--- config.mk ---
export PLATFORM = sky130hd
export DESIGN_NAME = btb_wr_arb
export DESIGN_NICKNAME = d
export VERILOG_FILES = /design/src/rtl/btb_wr_arb_pkg.sv /design/src/rtl/btb_wr_fifo.sv /design/src/rtl/btb_wr_arb.sv
export SDC_FILE = /design/constraint.sdc
export NUM_CORES = 1
export LEC_CHECK = 0
export ABC_AREA = 1
export CAP_MARGIN = 20
export CORE_ASPECT_RATIO = 1.1
export CORE_UTILIZATION = 42
export DETAILED_ROUTE_END_ITERATION = 6
export MAX_ROUTING_LAYER = met4
export PLACE_DENSITY_LB_ADDON = 0.05
export SLEW_MARGIN = 5
export SYNTH_ARGS = -nofsm -noshare
export SYNTH_HDL_FRONTEND = slang
export SYNTH_SLANG_ARGS = --single-unit
--- constraint.sdc ---
create_clock -name clk_i -period 7.3 [get_ports clk_i]
set_clock_uncertainty 0.1 [all_clocks]
set_input_delay 1.825 -clock clk_i [delete_from_list [all_inputs] [get_ports clk_i]]
set_output_delay 1.825 -clock clk_i [all_outputs]
set_load 0.01 [all_outputs]
--- src/rtl/btb_wr_arb_pkg.sv ---
// Shared fetch definitions for the BTB write path: branch type
// encodings, target width and the write-request bundle.
package btb_wr_arb_pkg;

    localparam int TAR_W     = 64;
    localparam int BTB_IDX_W = 6;

    typedef enum logic [1:0] {
        BR_COND = 2'd0,
        BR_JUMP = 2'd1,
        BR_CALL = 2'd2,
        BR_RET  = 2'd3
    } br_typ_e;

    typedef struct packed {
        logic [BTB_IDX_W-1:0] idx;
        logic                 vld;
        logic [2:0]           pos;
        br_typ_e              typ;
        logic [TAR_W-1:0]     tar;
    } wr_req_t;

endpackage

--- src/rtl/btb_wr_fifo.sv ---
// Predecode write FIFO with a per-entry dead bit; an index-match kill
// marks stale entries so they drain without reaching the BTB.
module btb_wr_fifo
    import btb_wr_arb_pkg::*;
#(
    parameter int IDX_W = BTB_IDX_W,
    parameter int DEPTH = 4
) (
    input  logic             clk_i,
    input  logic             rst_i,
    input  logic             flush_i,
    input  logic             push_i,
    input  wr_req_t          push_req_i,
    input  logic             pop_i,
    input  logic             kill_i,
    input  logic [IDX_W-1:0] kill_idx_i,
    output wr_req_t          head_o,
    output logic             head_dead_o,
    output logic             empty_o,
    output logic             full_o
);

    localparam int AW = $clog2(DEPTH);
    localparam logic [AW:0] PTR_ONE = (AW+1)'(1);

    wr_req_t        mem [DEPTH];
    logic [DEPTH-1:0] dead;
    logic [AW:0]    wr_ptr;
    logic [AW:0]    rd_ptr;

    assign empty_o     = (wr_ptr == rd_ptr);
    assign full_o      = (wr_ptr[AW] != rd_ptr[AW]) &&
                         (wr_ptr[AW-1:0] == rd_ptr[AW-1:0]);
    assign head_o      = mem[rd_ptr[AW-1:0]];
    assign head_dead_o = dead[rd_ptr[AW-1:0]];

    always_ff @(posedge clk_i) begin
        if (push_i)
            mem[wr_ptr[AW-1:0]] <= push_req_i;
    end

    // Kill may tag free slots too; a push always clears its slot's tag.
    always_ff @(posedge clk_i or posedge rst_i) begin
        if (rst_i) begin
            wr_ptr <= '0;
            rd_ptr <= '0;
            dead   <= '0;
        end else if (flush_i) begin
            wr_ptr <= '0;
            rd_ptr <= '0;
            dead   <= '0;
        end else begin
            if (push_i)
                wr_ptr <= wr_ptr + PTR_ONE;
            if (pop_i)
                rd_ptr <= rd_ptr + PTR_ONE;
            for (int i = 0; i < DEPTH; i++) begin
                if (kill_i && mem[i].idx == kill_idx_i)
                    dead[i] <= 1'b1;
            end
            if (push_i)
                dead[wr_ptr[AW-1:0]] <= 1'b0;
        end
    end

endmodule

--- src/rtl/btb_wr_arb.sv ---
// BTB write-port arbiter: predecode FIFO vs execute resolution writes.
// Define BTB_WR_ARB_STATS_EN to add drop_cnt_o / kill_cnt_o counters.
module btb_wr_arb
    import btb_wr_arb_pkg::*;
#(
    parameter int IDX_W      = BTB_IDX_W,
    parameter int DEPTH      = 4,
    parameter int STARVE_MAX = 7
) (
    input  logic             clk_i,
    input  logic             rst_i,
    input  logic             flush_i,
    input  logic             btb_rd_i,
    input  logic             fe_we_i,
    input  logic [IDX_W-1:0] fe_idx_i,
    input  logic [2:0]       fe_pos_i,
    input  logic [1:0]       fe_typ_i,
    input  logic [TAR_W-1:0] fe_tar_i,
    input  logic             ex_vld_i,
    output logic             ex_rdy_o,
    input  logic             ex_inv_i,
    input  logic [IDX_W-1:0] ex_idx_i,
    input  logic [2:0]       ex_pos_i,
    input  logic [1:0]       ex_typ_i,
    input  logic [TAR_W-1:0] ex_tar_i,
    output logic             btb_we_o,
    output logic [IDX_W-1:0] btb_idx_o,
    output logic             btb_vld_o,
    output logic [2:0]       btb_pos_o,
    output logic [1:0]       btb_typ_o,
    output logic [TAR_W-1:0] btb_tar_o,
    output logic             fifo_full_o
`ifdef BTB_WR_ARB_STATS_EN
    ,
    output logic [15:0]      drop_cnt_o,
    output logic [15:0]      kill_cnt_o
`endif
);

    localparam int SW = $clog2(STARVE_MAX + 1);
    localparam logic [SW-1:0] SMAX   = SW'(STARVE_MAX);
    localparam logic [SW-1:0] S_ONE  = SW'(1);

    wr_req_t       fe_req;
    wr_req_t       ex_hold;
    wr_req_t       head;
    wr_req_t       sel;
    logic          ex_hold_v;
    logic          head_dead;
    logic          fifo_empty;
    logic          fifo_full;
    logic [SW-1:0] starve_cnt;
    logic          ex_acc;
    logic          kill_same;
    logic          fe_push;
    logic          fe_ok;
    logic          gnt_fe;
    logic          gnt_ex;

    assign fe_req = '{idx: fe_idx_i, vld: 1'b1, pos: fe_pos_i,
                      typ: br_typ_e'(fe_typ_i), tar: fe_tar_i};

    // A flush discards the FIFO, so its head is never granted that cycle.
    assign fe_ok  = !btb_rd_i && !fifo_empty && !flush_i;
    assign gnt_fe = fe_ok && (starve_cnt == SMAX || !ex_hold_v);
    assign gnt_ex = !btb_rd_i && ex_hold_v && !gnt_fe;

    assign ex_rdy_o  = !ex_hold_v || gnt_ex;
    assign ex_acc    = ex_vld_i && ex_rdy_o;
    assign kill_same = ex_acc && fe_we_i && (fe_idx_i == ex_idx_i);
    assign fe_push   = fe_we_i && !flush_i && !kill_same &&
                       (!fifo_full || gnt_fe);

    assign sel         = gnt_ex ? ex_hold : head;
    assign fifo_full_o = fifo_full;

    btb_wr_fifo #(
        .IDX_W (IDX_W),
        .DEPTH (DEPTH)
    ) u_fifo (
        .clk_i       (clk_i),
        .rst_i       (rst_i),
        .flush_i     (flush_i),
        .push_i      (fe_push),
        .push_req_i  (fe_req),
        .pop_i       (gnt_fe),
        .kill_i      (ex_acc),
        .kill_idx_i  (ex_idx_i),
        .head_o      (head),
        .head_dead_o (head_dead),
        .empty_o     (fifo_empty),
        .full_o      (fifo_full)
    );

    always_ff @(posedge clk_i or posedge rst_i) begin
        if (rst_i) begin
            ex_hold_v <= 1'b0;
            ex_hold   <= '0;
        end else if (ex_acc) begin
            ex_hold_v <= 1'b1;
            ex_hold   <= '{idx: ex_idx_i, vld: !ex_inv_i,
                           pos: ex_pos_i,
                           typ: br_typ_e'(ex_typ_i),
                           tar: ex_tar_i};
        end else if (gnt_ex) begin
            ex_hold_v <= 1'b0;
        end
    end

    always_ff @(posedge clk_i or posedge rst_i) begin
        if (rst_i)
            starve_cnt <= '0;
        else if (flush_i || fifo_empty || gnt_fe)
            starve_cnt <= '0;
        else if (starve_cnt != SMAX)
            starve_cnt <= starve_cnt + S_ONE;
    end

    always_ff @(posedge clk_i or posedge rst_i) begin
        if (rst_i) begin
            btb_we_o  <= 1'b0;
            btb_idx_o <= '0;
            btb_vld_o <= 1'b0;
            btb_pos_o <= '0;
            btb_typ_o <= '0;
            btb_tar_o <= '0;
        end else begin
            btb_we_o <= gnt_ex || (gnt_fe && !head_dead);
            if (gnt_ex || gnt_fe) begin
                btb_idx_o <= sel.idx;
                btb_vld_o <= sel.vld;
                btb_pos_o <= sel.pos;
                btb_typ_o <= sel.typ;
                btb_tar_o <= sel.tar;
            end
        end
    end

`ifdef BTB_WR_ARB_STATS_EN
    logic drop_ev;

    assign drop_ev = fe_we_i && !flush_i &&
                     (kill_same || (fifo_full && !gnt_fe));

    always_ff @(posedge clk_i or posedge rst_i) begin
        if (rst_i) begin
            drop_cnt_o <= '0;
            kill_cnt_o <= '0;
        end else begin
            if (drop_ev && drop_cnt_o != 16'hffff)
                drop_cnt_o <= drop_cnt_o + 16'd1;
            if (gnt_fe && head_dead)
                kill_cnt_o <= kill_cnt_o + 16'd1;
        end
    end
`endif

endmodule

# Yosys cells after proc, flatten, opt, wreduce, memory -nomap -nowiden
# Memories as Yosys holds them, arrays and structs flattened.
# Cells that the tools add are included.
dict set report totals {
  ff_bits 167
  ram_bits 300
  inputBits 157
  output_inout_bits 79
  elab_cells 98
  mem_count 1
}
dict set report op_classes {
  add_sub_neg 3
  n_lt_le_gt_ge 3
  n_eq_ne 10
  n_mux 25
  n_bitwise 2
  reduce_logical 38
}
# memory words width rd rd_ports_with_merged_regs wr line_no
set mem_list {}
lappend mem_list {u_fifo.mem 4 75 5 0 1 btb_wr_fifo.sv:26} ;# wr_req_t mem [DEPTH];
# cell n
set op_table {}
lappend op_table {{76-bit two-way mux} 1}
lappend op_table {{6-bit equality test} 5}
lappend op_table {{1-bit logical AND} 18}
lappend op_table {{3-bit two-way mux} 6}
lappend op_table {{1-bit two-way mux} 14}
lappend op_table {{3-bit by 1-bit adder with 3-bit output (second input constant)} 3}
lappend op_table {{1-bit zero test} 9}
lappend op_table {{4-bit two-way mux} 2}
lappend op_table {{2-bit nonzero test} 4}
lappend op_table {{1-bit logical OR} 7}
lappend op_table {{2-bit by 3-bit < comparator with 1-bit output (second input constant)} 2}
lappend op_table {{4-bit AND} 1}
lappend op_table {{4-bit NOT} 1}
lappend op_table {{3-bit equality test} 1}
lappend op_table {{3-bit equality test (second input constant)} 1}
lappend op_table {{3-bit != test (second input constant)} 1}
lappend op_table {{1-bit binary-select mux with 2-bit select} 1}
lappend op_table {{1-bit demux with 2-bit select} 1}
lappend op_table {{2-bit equality test} 1}
lappend op_table {{2-bit by 1-bit greater-or-equal comparator with 1-bit output (second input constant)} 1}
lappend op_table {{1-bit != test} 1}

# Depth between registers and ports, before layout
dict set report depth {
  depth_word 16
  mapped_depth 13
  ltp_nobuf 11
}

# By module
# From an unflattened synthesis, not the netlist that was laid out.
dict set report unflattened {
  cells_unflattened 1716
  hier_area_um2 19035.8
}
# module instances cells_each area_each_um2 seq_area_each_um2
set by_module_without_submodules {}
lappend by_module_without_submodules {btb_wr_fifo 1 919 12349.3 9379.0}
lappend by_module_without_submodules {btb_wr_arb 1 797 6686.4 3928.8}

# Worst setup path before layout
# No wires, ideal clock.
dict set report synth_timing {
  path_kind {input to register}
  startpoint {input btb_rd_i}
  endpoint {memory u_fifo.mem[0][0] (netlist name), enable pin}
  setup_ns 0.510
  t_arrival_ns 5.693
  t_required_ns 6.690
  setup_slack_ns 0.997
  stages 8
  path_buffers 1
  path_cell_list {a21oi_1 > nand3_2 > buf_6 > nand2_1 > nand2_1 > inv_2 > nand2_2 > nor2_1}
}
dict set report synth_via {
  elab_chain_len 15
  elab_cells_between_ends 17
  classes_between {2 x mux; 15 x reduce/logical}
}
# item line_no
set synth_lines {}
lappend synth_lines {{start, declared} btb_wr_arb.sv:13} ;# input logic btb_rd_i,
lappend synth_lines {{1-bit zero test (*)} {btb_wr_arb.sv:64, btb_wr_arb.sv:66}}
lappend synth_lines {{1-bit logical AND (2 in a row)} btb_wr_arb.sv:64} ;# assign fe_ok = !btb_rd_i && !fifo_empty && !flush_i;
lappend synth_lines {{1-bit logical AND} btb_wr_arb.sv:65} ;# assign gnt_fe = fe_ok && (starve_cnt == SMAX || !ex_hold_v);
lappend synth_lines {{1-bit zero test} btb_wr_arb.sv:66} ;# assign gnt_ex = !btb_rd_i && ex_hold_v && !gnt_fe;
lappend synth_lines {{1-bit logical AND} btb_wr_arb.sv:66}
lappend synth_lines {{1-bit logical OR} btb_wr_arb.sv:68} ;# assign ex_rdy_o = !ex_hold_v || gnt_ex;
lappend synth_lines {{1-bit logical AND} btb_wr_arb.sv:69} ;# assign ex_acc = ex_vld_i && ex_rdy_o;
lappend synth_lines {{1-bit logical AND (2 in a row)} btb_wr_arb.sv:70} ;# assign kill_same = ex_acc && fe_we_i && (fe_idx_i == ex_idx_i);
lappend synth_lines {{1-bit zero test} btb_wr_arb.sv:71} ;# assign fe_push = fe_we_i && !flush_i && !kill_same &&
lappend synth_lines {{1-bit logical AND} btb_wr_arb.sv:71}
lappend synth_lines {{1-bit logical AND (*)} btb_wr_arb.sv:71}
lappend synth_lines {{1-bit two-way mux (*)} btb_wr_fifo.sv:38} ;# if (push_i)
lappend synth_lines {{1-bit two-way mux (implied by the code) (*)} btb_wr_fifo.sv:39} ;# mem[wr_ptr[AW-1:0]] <= push_req_i;
lappend synth_lines {{end, declared} btb_wr_fifo.sv:26}
# Mark *: on every way between the ends. The rest lies on a longest branch, timed or not.

# Worst setup path after layout
dict set report layout_timing {
  startpoint {register u_fifo.rd_ptr[1]}
  endpoint {output ex_rdy_o}
}
dict set report layout_via {
  elab_chain_len 8
}
# item line_no
set layout_lines {}
lappend layout_lines {{start, declared} btb_wr_fifo.sv:29} ;# logic [AW:0] rd_ptr;
lappend layout_lines {{start signal, assigned} btb_wr_fifo.sv:56} ;# rd_ptr <= rd_ptr + PTR_ONE;
lappend layout_lines {{3-bit equality test} btb_wr_fifo.sv:31} ;# assign empty_o = (wr_ptr == rd_ptr);
lappend layout_lines {{1-bit zero test} btb_wr_arb.sv:64}
lappend layout_lines {{1-bit logical AND (2 in a row)} btb_wr_arb.sv:64}
lappend layout_lines {{1-bit logical AND} btb_wr_arb.sv:65}
lappend layout_lines {{1-bit zero test} btb_wr_arb.sv:66}
lappend layout_lines {{1-bit logical AND} btb_wr_arb.sv:66}
lappend layout_lines {{1-bit logical OR} btb_wr_arb.sv:68}
lappend layout_lines {{end, declared} btb_wr_arb.sv:20} ;# output logic ex_rdy_o,
# No other way between the ends.

==> qor.csv <==
metric;value;unit
status;finished, final reports clean;
synthesized flop and latch total;467;
Setup violations, final;0;
CTS resizes;0;
CTS buffer count;49;
vias post-DR;13000;
Clock Latency Late Sink;0.58;ns
hold path start;ex_hold[56];
Syn. warnings;0;
number of synthesized flops with an enable pin;300;
H-tree depth;2;
Reg2Reg Launch Point;u_fifo.rd_ptr[1];
final slew viol count;0;
Period minus WS final;6.02;ns
post-synth top area cell;edfxtp_1;
clock buffer depth;3;
ratio of cells with drive above 1 in the final layout;0.0632;
Routability Congestion;0.806;
critical path type;flop to primary output;
worst hold path type;flop to flop;
Placed Cells;2381;
GRT Util Overall;0.229;
Register Area;13200;um^2
Initial Utilization;0.428;
Core Region;43600;um^2
FP Rows;80;
P_leak;9.07;nW
global-route wire length before repair;76100;um
Hold Violations, Final;0;
routed len/inst;20.2;um
Maximum Capacitance Violations;0;
initial antenna violation count;2;
final period utilization;0.825;
post-synthesis sequential area ratio;0.706;
top cell type's share of synthesized area;0.483;
Synth-to-Final Area Change;23.7;%
final worst slack;1.28;ns
Max Fclk;0.166;GHz
Synth async-reset ratio;0.358;
Die Wd;203;um
Critical Path RT;5.38;ns
CTS Sinks;467;
chip height;223;um
Place WS;1.41;ns
GRT overflow;0;
Pre-antenna DRT Iters;5;
post-CTS setup buffers;0;
DP Wirelength;28700;um
RSZ-0062 raised after global routing;no;
Post-Synthesis Cells;1651;
CTS Hold Buffers Added;0;
fill cell count;3917;
CP max FO;75;
worst vdd ir;0.000160;V
DR vias/cell;5.25;
measured slew at the worst slew-check pin;1.09;ns
Max-Slew Margin vs Limit;0.275;
NumNets Final;2023;
top-level I/O count;236;
crit end category;primary output;
vias in the first global route;12800;
CTS root buf;clkbuf_16;
largest net degree at the start of global routing;121;
commonest cells in the netlist;nand2_1 (481), edfxtp_1 (300), dfrtp_1 (167);
fin cells;2477;
top cells by area, synth;edfxtp_1 (48%), dfrtp_1 (22%), nand2_1 (9.7%), o21ai_0 (3.2%), nand3_1 (3.1%);
CP startpoint kind;flop;
Die ar.;45300;um^2
Worst Setup SP;u_fifo.rd_ptr[1];
clock-pin slew on the worst setup and hold paths;0.06;ns
DRC;0;
synthesized cell area;18700;um^2
Mapped Nets;1815;
final setup TNS;0;ns
CTS tree;yes;
syn avg cell area;11.3;um^2
post-synth cell types;38;
final wirelength;50000;um
Iter 0 DRT Violations;967;
area of the multi-input gates;4810;um^2
Routed Antenna Nets;0;
Main synth FF type;edfxtp_1;
count leader, synth;nand2_1;
Buffers on Ports;235;
Power Dens Cells;329;nW/um^2
WP data arrival;4.10;ns
## final cells by class
cell class                 instances  share of cell area
antenna                            3            0.000325
inverter                          56             0.00981
multi-input combinational       1031               0.208
timing repair buffer             254               0.111
sequential                       467               0.571
clock buffer                      67              0.0605
clock inverter                    25             0.00726
tap                              574              0.0311
## layout by cell type, fill, tap and decap left out, types with 3 or more instances in the layout
master,count
clkbuf_1,10
o21ai_0,119
nor2_1,110
nor2_4,4
a32o_1,5
or2_2,5
o22ai_1,44
edfxtp_1,300
inv_1,47
nand3_1,115
diode_2,3
nand4_1,15
clkdlybuf4s50_1,234
clkinv_2,11
o311ai_0,11
dfrtp_1,165
clkbuf_16,51
clkinv_1,11
o311ai_1,10
nand3_2,3
clkbuf_8,6
nand2_4,3
a21oi_1,75
buf_12,3
nand2_1,481
ha_1,7
xnor2_1,5
buf_4,15
nor3_1,4
inv_2,5
o221ai_1,5
## worst paths after layout
check                                    endpoint  slack (ns)  cells past startpoint
worst min register to register        ex_hold[56]        0.37                      2
worst max-delay path                     ex_rdy_o        1.28                      8
max in group asynchronous           btb_tar_o[23]        4.11                      3
min in group asynchronous             ex_hold[69]        1.76                      2
worst min-delay path                  ex_hold[56]        0.37                      2
worst max register to register  u_fifo.mem[3][26]        2.12                     11
## worst max-delay path, cell delays in order, from the launching register on
cell	delay, ns
dfrtp_4	1.13
clkinv_2	0.68
nand2_1	0.23
nand2_1	0.10
nand3_2	0.10
nand3_2	0.10
nand2_4	0.22
nand2_4	0.32
clkdlybuf4s50_1	0.59
## power by group
group / internal, mW / switching (mW)
combinational: 0.710 / 0.907
clock: 1.41 / 1.01
sequential: 3.28 / 0.275
total: 5.39 / 2.19
## registers in the layout, summed over array words and instances, names as in the netlist
signal,flops
btb_pos_o,3
btb_typ_o,2
starve_cnt,3
u_fifo.rd_ptr,3
ex_hold,76
u_fifo.dead,4
u_fifo.mem,300
btb_idx_o,6
btb_we_o,1
ex_hold_v,1
btb_vld_o,1
btb_tar_o,64
u_fifo.wr_ptr,3
## routing by layer
layer,part of all wire,global-route usage
met2,0.47,0.354
met3,0.053,0.0362
met1,0.45,0.310
met5,0,-
met4,0.026,0.0779
## cells by family after synthesis
logic type,after synthesis,synth area share
AOI/OAI and AO/OA,275,0.0849
DFF,467,0.706
and+or+nand+nor,742,0.163
adders and majority gates,7,0.00469
xor gates and xnor gates,7,0.00328
buffers and inverters,153,0.0377
## through the flow
stage	utilization	cell area, um^2	hold slack (ns)	power [mW]
after floorplan	-	18700	0.337	4.42
after global placement	0.491	21400	0.353	5.19
after detailed placement	0.492	21500	0.356	5.23
after CTS	0.528	23100	0.371	7.66
after global routing	0.529	23100	0.385	7.95
final	0.529	23100	0.367	7.59
(Power assumes the default switching activity.)
